--- src/rtl/serial_pkg.sv ---
// rtl/serial_pkg.sv - shared types and constants for the serial receiver/transmitter pair
//
// Contents:
//   rx_state_t             receiver FSM states
//   DATA_BITS              payload bits per frame (8N1)
//   DEFAULT_CLOCKS_PER_BIT default bit period in system clocks, shared with the transmitter
package serial_pkg;

    typedef enum logic [2:0] {
        IDLE      = 3'd0,
        START     = 3'd1,
        DATA      = 3'd2,
        STOP      = 3'd3,
        WAIT_HIGH = 3'd4
    } rx_state_t;

    localparam int DATA_BITS              = 8;
    localparam int DEFAULT_CLOCKS_PER_BIT = 5000;

endpackage

--- src/rtl/serial_synchronizer.sv ---
// rtl/serial_synchronizer.sv - multi-flop synchronizer for an asynchronous single-bit input
//
// Parameters:
//   SYNC_STAGES  number of flops in the chain (>= 2)
//   RESET_VALUE  value every flop takes in reset (1 suits idle-high serial lines)
// Ports:
//   i_clock  system clock
//   i_reset  asynchronous active-high reset
//   i_async  raw asynchronous input
//   o_sync   synchronized output, SYNC_STAGES cycles behind i_async
module serial_synchronizer #(
    parameter int   SYNC_STAGES = 2,
    parameter logic RESET_VALUE = 1'b1
) (
    input  logic i_clock,
    input  logic i_reset,
    input  logic i_async,
    output logic o_sync
);

    logic [SYNC_STAGES-1:0] r_sync;

    always_ff @(posedge i_clock or posedge i_reset) begin
        if (i_reset) begin
            r_sync <= {SYNC_STAGES{RESET_VALUE}};
        end else begin
            r_sync <= {r_sync[SYNC_STAGES-2:0], i_async};
        end
    end

    assign o_sync = r_sync[SYNC_STAGES-1];

endmodule

--- src/rtl/serial_receiver.sv ---
// rtl/serial_receiver.sv - UART-style 8N1 receiver with mid-bit sampling
//
// Optional feature macro: SERIAL_RECEIVER_FRAMING_CHECK_EN
//   defined   : o_framing_error exists; a low stop bit discards the frame
//   undefined : stop-bit value ignored for delivery; every frame reaching STOP is delivered
//
// Parameters:
//   CLOCKS_PER_BIT  system clocks per serial bit (>= 4)
//   SYNC_STAGES     flops in the input synchronizer (>= 2)
// Ports:
//   i_clock          system clock, rising edge
//   i_reset          asynchronous active-high reset
//   i_serial_rx      raw serial line, idle high
//   o_rx_data        last received byte, held until the next byte completes
//   o_rx_data_valid  one-cycle pulse when o_rx_data is updated
//   o_rx_busy        high while a frame is in progress (state != IDLE)
//   o_framing_error  one-cycle pulse on a bad stop bit (feature macro only)
module serial_receiver
    import serial_pkg::*;
#(
    parameter int CLOCKS_PER_BIT = DEFAULT_CLOCKS_PER_BIT,
    parameter int SYNC_STAGES    = 2
) (
    input  logic                 i_clock,
    input  logic                 i_reset,
    input  logic                 i_serial_rx,
    output logic [DATA_BITS-1:0] o_rx_data,
    output logic                 o_rx_data_valid,
`ifdef SERIAL_RECEIVER_FRAMING_CHECK_EN
    output logic                 o_framing_error,
`endif
    output logic                 o_rx_busy
);

    localparam int CW = $clog2(CLOCKS_PER_BIT);
    localparam int IW = $clog2(DATA_BITS);

    // START samples in the cycle that is CLOCKS_PER_BIT/2 after t0; the counter
    // reads 0 in the cycle after t0, hence the -1.
    localparam logic [CW-1:0] CNT_HALF = CW'(CLOCKS_PER_BIT / 2 - 1);
    localparam logic [CW-1:0] CNT_LAST = CW'(CLOCKS_PER_BIT - 1);
    localparam logic [IW-1:0] IDX_LAST = IW'(DATA_BITS - 1);

    logic w_rx_s;

    rx_state_t            r_state;
    logic [CW-1:0]        r_clk_cnt;
    logic [IW-1:0]        r_bit_idx;
    logic [DATA_BITS-1:0] r_shift;
    logic [DATA_BITS-1:0] r_rx_data;
    logic                 r_rx_data_valid;

    rx_state_t            w_state_next;
    logic [CW-1:0]        w_clk_cnt_next;
    logic [IW-1:0]        w_bit_idx_next;
    logic [DATA_BITS-1:0] w_shift_next;
    logic                 w_load;

`ifdef SERIAL_RECEIVER_FRAMING_CHECK_EN
    logic r_framing_error;
    logic w_framing_error;
`endif

    serial_synchronizer #(
        .SYNC_STAGES (SYNC_STAGES),
        .RESET_VALUE (1'b1)
    ) u_rx_sync (
        .i_clock (i_clock),
        .i_reset (i_reset),
        .i_async (i_serial_rx),
        .o_sync  (w_rx_s)
    );

    always_comb begin
        w_state_next   = r_state;
        w_clk_cnt_next = r_clk_cnt + CW'(1);
        w_bit_idx_next = r_bit_idx;
        w_shift_next   = r_shift;
        w_load         = 1'b0;
`ifdef SERIAL_RECEIVER_FRAMING_CHECK_EN
        w_framing_error = 1'b0;
`endif
        case (r_state)
            IDLE: begin
                w_clk_cnt_next = '0;
                if (!w_rx_s) begin
                    w_state_next = START;
                end
            end
            START: begin
                if (r_clk_cnt == CNT_HALF) begin
                    w_clk_cnt_next = '0;
                    w_bit_idx_next = '0;
                    // A start bit that is already high again at mid-bit was a glitch.
                    w_state_next   = w_rx_s ? IDLE : DATA;
                end
            end
            DATA: begin
                if (r_clk_cnt == CNT_LAST) begin
                    w_clk_cnt_next          = '0;
                    w_shift_next[r_bit_idx] = w_rx_s;
                    if (r_bit_idx == IDX_LAST) begin
                        w_state_next = STOP;
                    end else begin
                        w_bit_idx_next = r_bit_idx + IW'(1);
                    end
                end
            end
            STOP: begin
                if (r_clk_cnt == CNT_LAST) begin
                    w_clk_cnt_next = '0;
                    // Leaving at mid-stop-bit lets a start edge follow with zero gap.
`ifdef SERIAL_RECEIVER_FRAMING_CHECK_EN
                    if (w_rx_s) begin
                        w_load       = 1'b1;
                        w_state_next = IDLE;
                    end else begin
                        w_framing_error = 1'b1;
                        w_state_next    = WAIT_HIGH;
                    end
`else
                    w_load       = 1'b1;
                    w_state_next = w_rx_s ? IDLE : WAIT_HIGH;
`endif
                end
            end
            WAIT_HIGH: begin
                // A line held low (break) must not be decoded as a stream of 8'h00.
                w_clk_cnt_next = '0;
                if (w_rx_s) begin
                    w_state_next = IDLE;
                end
            end
            default: begin
                w_clk_cnt_next = '0;
                w_state_next   = IDLE;
            end
        endcase
    end

    always_ff @(posedge i_clock or posedge i_reset) begin
        if (i_reset) begin
            r_state         <= IDLE;
            r_clk_cnt       <= '0;
            r_bit_idx       <= '0;
            r_shift         <= '0;
            r_rx_data       <= '0;
            r_rx_data_valid <= 1'b0;
        end else begin
            r_state         <= w_state_next;
            r_clk_cnt       <= w_clk_cnt_next;
            r_bit_idx       <= w_bit_idx_next;
            r_shift         <= w_shift_next;
            r_rx_data_valid <= w_load;
            if (w_load) begin
                r_rx_data <= r_shift;
            end
        end
    end

`ifdef SERIAL_RECEIVER_FRAMING_CHECK_EN
    always_ff @(posedge i_clock or posedge i_reset) begin
        if (i_reset) begin
            r_framing_error <= 1'b0;
        end else begin
            r_framing_error <= w_framing_error;
        end
    end

    assign o_framing_error = r_framing_error;
`endif

    assign o_rx_data       = r_rx_data;
    assign o_rx_data_valid = r_rx_data_valid;
    assign o_rx_busy       = (r_state != IDLE);

endmodule

--- config.mk ---
export PLATFORM = sky130hd
export DESIGN_NAME = serial_receiver
export DESIGN_NICKNAME = d
export VERILOG_FILES = /design/src/rtl/serial_pkg.sv /design/src/rtl/serial_synchronizer.sv /design/src/rtl/serial_receiver.sv
export SDC_FILE = /design/constraint.sdc
export NUM_CORES = 1
export LEC_CHECK = 0
export CORE_MARGIN = 2
export CORE_UTILIZATION = 43
export CTS_CLUSTER_DIAMETER = 60
export DETAILED_ROUTE_END_ITERATION = 10
export GPL_TIMING_DRIVEN = 0
export PLACE_DENSITY_LB_ADDON = 0.08
export SYNTH_ARGS = -nofsm -noshare
export SYNTH_HDL_FRONTEND = slang
export SYNTH_HIERARCHICAL = 1
export SYNTH_SLANG_ARGS = --single-unit
--- constraint.sdc ---
create_clock -name i_clock -period 2.1 [get_ports i_clock]
set_clock_uncertainty 0.2 [all_clocks]
set_input_delay 0.315 -clock i_clock [delete_from_list [all_inputs] [get_ports i_clock]]
set_output_delay 0.315 -clock i_clock [all_outputs]
set_load 0.02 [all_outputs]
==> metrics <==
result of the run finished clean; fin crit share 0.964; Final ANT Viol Nets 0; cell with the biggest individual delay on the critical path sky130_fd_sc_hd__dfrtp_1; Die Y-Extent about 70 um; synthesis warning total 6; CTS buffer count 5; hold buffers post-CTS 0; fraction of the yosys area taken by sequential cells 0.507; GR Util All Layers 0.158; area share of the leading cell type in the synthesized netlist 0.479; area growth from synthesis to layout 25.7%; number of antenna violations at the first check in global routing 0; Worst Setup SP r_state[0]; Peak Freq between 0.4 and 0.5 GHz; flop-to-flop setup slack about 76 ps; net count after synthesis approximately 170; number of core rows 24; headroom to the max-slew limit 0.499; via count of the first global-routing pass about 1,300; total grt overflow 0; most area-hungry cell type in the Yosys netlist sky130_fd_sc_hd__dfrtp_1; Port Buf Inserts 12; first-pass GRT wire length ~6000 um; fraction of the core area covered by cells at the end of the flow 0.551; wirelength, routed approximately 3500 um; cell family contributing the most delay on the critical path buffers and inverters; TritonCTS clock tree built; Die Wd roughly 70 um; required arrival time at the worst endpoint approximately 1600 ps; Mapped Cells around 170; startpoint of the worst hold path u_rx_sync/r_sync[0]; type of the most critical hold path reg -> reg; GR Layer Usage met3 0.0519; Clk pwr share 0.504; most frequent cells in the layout 35 x sky130_fd_sc_hd__dfrtp_1, 18 x sky130_fd_sc_hd__nor2_1, 11 x sky130_fd_sc_hd__clkdlybuf4s50_1; layer with the highest usage after global routing met2; post-layout minimum cycle time 2020 ps; Pre-antenna DRT Iters 4; cell-internal power around 1.2 mW; post-synthesis register bit count 38; Max Cap Violations 0; most common cell after layout, fill and taps aside sky130_fd_sc_hd__dfrtp_1; met1 Use GR 0.202; DRC viols 0; Total Nets Final between 150 and 200; Hold Path Depth 0; critical path depth in cells 4; Worst R2R Start r_clk_cnt[1]; pin count of the biggest net entering global routing 37; RSZ-0062 raised after global routing true; placement-stage worst setup slack -302 ps; H-tree lvl count 2; switching component of the power between 0.2 and 0.3 mW; area occupied by registers between 900 and 1000 um2; PnR worst setup slack around 76 ps; post-synthesis instance area ~1900 um2; combinational group share of total power 0.014; largest fanout on the critical path 10; clk sinks 38; starting utilization of the core area 0.438; worst hold margin ~160 ps; Crit Path Category reg -> out; hold violation total from the final report 0; die area roughly 4900 um2; CP Cell Sequence buf_8, buf_6, or3_1, buf_4; clock latency on the worst-skew pair between 200 and 300 ps; proportion of power drawn by flip-flops and latches 0.482; Sw Ratio 0.184; kind of end point of the critical path output port; number of antenna cells inserted 0; slew of the pin with the lowest slew margin approximately 750 ps; area of the core between 4000 and 5000 um2; Power Density ~650 nW/um2; wire length per cell around 14 um; met2 GRT Util 0.247; final HPWL from detailed placement between 2000 and 2500 um; library cells used by synthesis between 40 and 50; Worst VDD drop approximately 320 uV; R2R depth 6; register clock-pin slew on the reported worst setup and hold paths ~70 ps; buffer depth of the longest clock path 2; critical path arrival between 1500 and 2000 ps; kind of start point of the critical path flip-flop; routability congestion estimate approximately 0.88; Ports 13; Crit path largest cell delay 410 ps; leading post-synthesis cells by cell area sky130_fd_sc_hd__dfrtp_1 48%, sky130_fd_sc_hd__mux2_1 4.8%, sky130_fd_sc_hd__mux2_2 4.8%, sky130_fd_sc_hd__xnor2_1 4.2%, sky130_fd_sc_hd__nor4_1 3.7%; count of vias placed by the detailed router about 1,300; Final setup viols 0; area of the multi-input gates 940 um2; leakage component of the power 1.08 nW; number of DRC violations after detailed-routing iteration 0 84; share of layout cells above drive strength 1 0.272; mean post-synth cell area roughly 11 um2; post-detailed-route via-to-cell ratio between 5 and 6; Buf+Inv Stages, Crit Path 3; pins over their slew limit 0; cell at the root of the clock tree sky130_fd_sc_hd__clkbuf_8; fill cell instance count of the final layout 380
[logic make-up after synthesis]
kind of cell / count (synthesis) / synth area share
flops: 38 / 0.507
xor+xnor: 11 / 0.0512
mux: 19 / 0.112
compound gates: 6 / 0.0286
simple gates: 72 / 0.242
buf+inv: 17 / 0.0399
fa+ha+maj: 3 / 0.0200
[registers in the layout, summed over array words and instances, names as in the netlist]
| signal | count |
|---|---|
| r_clk_cnt | 13 |
| u_rx_sync/r_sync | 2 |
| r_shift | 8 |
| r_bit_idx | 3 |
| o_rx_data_valid | 1 |
| r_state | 3 |
| o_rx_data | 8 |
[layout make-up]
class,instances,share of cell area
timing repair buffer,17,0.0656
tap,52,0.0275
inverter,9,0.0143
clock inverter,2,0.0254
buffer,8,0.0312
multi-input combinational,111,0.397
clock buffer,6,0.0349
sequential,38,0.404
[worst paths after layout]
| kind | endpoint |
|---|---|
| worst max-delay path | o_rx_busy |
| worst min-delay path | u_rx_sync/r_sync[1] |
| worst max register to register | r_shift[3] |
| worst min register to register | u_rx_sync/r_sync[1] |
| max in group asynchronous | r_clk_cnt[5] |
| min in group asynchronous | u_rx_sync/r_sync[0] |
[power by group through the flow]
stage,Combinational [mW],Clock [mW],Sequential [mW]
final,0.0219,0.770,0.735
after global placement,0.0223,0,0.750
after global routing,0.0264,0.820,0.735
after floorplan,0.0135,0,0.750
after detailed placement,0.0235,0,0.750
after CTS,0.0232,0.787,0.735
[metrics by stage]
step	instance area (um2)	std cells	power (mW)	TNS, ps
after floorplan	1880	166	0.763	0
after global placement	2070	230	0.772	-1630
after detailed placement	2070	230	0.773	-5680
after CTS	2250	239	1.55	-1.20
after global routing	2360	243	1.58	-40.0
final	2360	243	1.53	0
[cells in the mapped netlist, drive strengths merged]
library cell and instances:
and3 1, mux2 16, buf 5, and4 3, dfrtp 36, mux2i 3, a21oi 1, a311oi 2
nand3b 2, a32oi 1, nand3 7, inv 9, xnor2 9, or3 2, nand2 7, or4 1
nand2b 2, nor2b 2, nor4b 1, nor4 13, and4b 1, dfstp 2, clkbuf 3, nor3b 3
nor3 2, ha 3, xor2 2, a21o 1, nor2 19, nand4 5, nor4bb 1, o31ai 1
[timing repair]
item,CTS,global route
pin swaps,1,2
setup endpoints to repair,27,27
setup buffers,1,4
gates resized for setup,14,19
[layer usage]
| metal | routed length (um) | share of wire | vias to the layer above |
|---|---|---|---|
| met2 | 1620 | 0.47 | 18 |
| met4 | 80 | 0.023 | 0 |
| met3 | 86 | 0.025 | 7 |
| met5 | 0 | 0 | - |
| li1 | - | - | 635 |
| met1 | 1690 | 0.49 | 646 |
(Power assumes the default switching activity.)
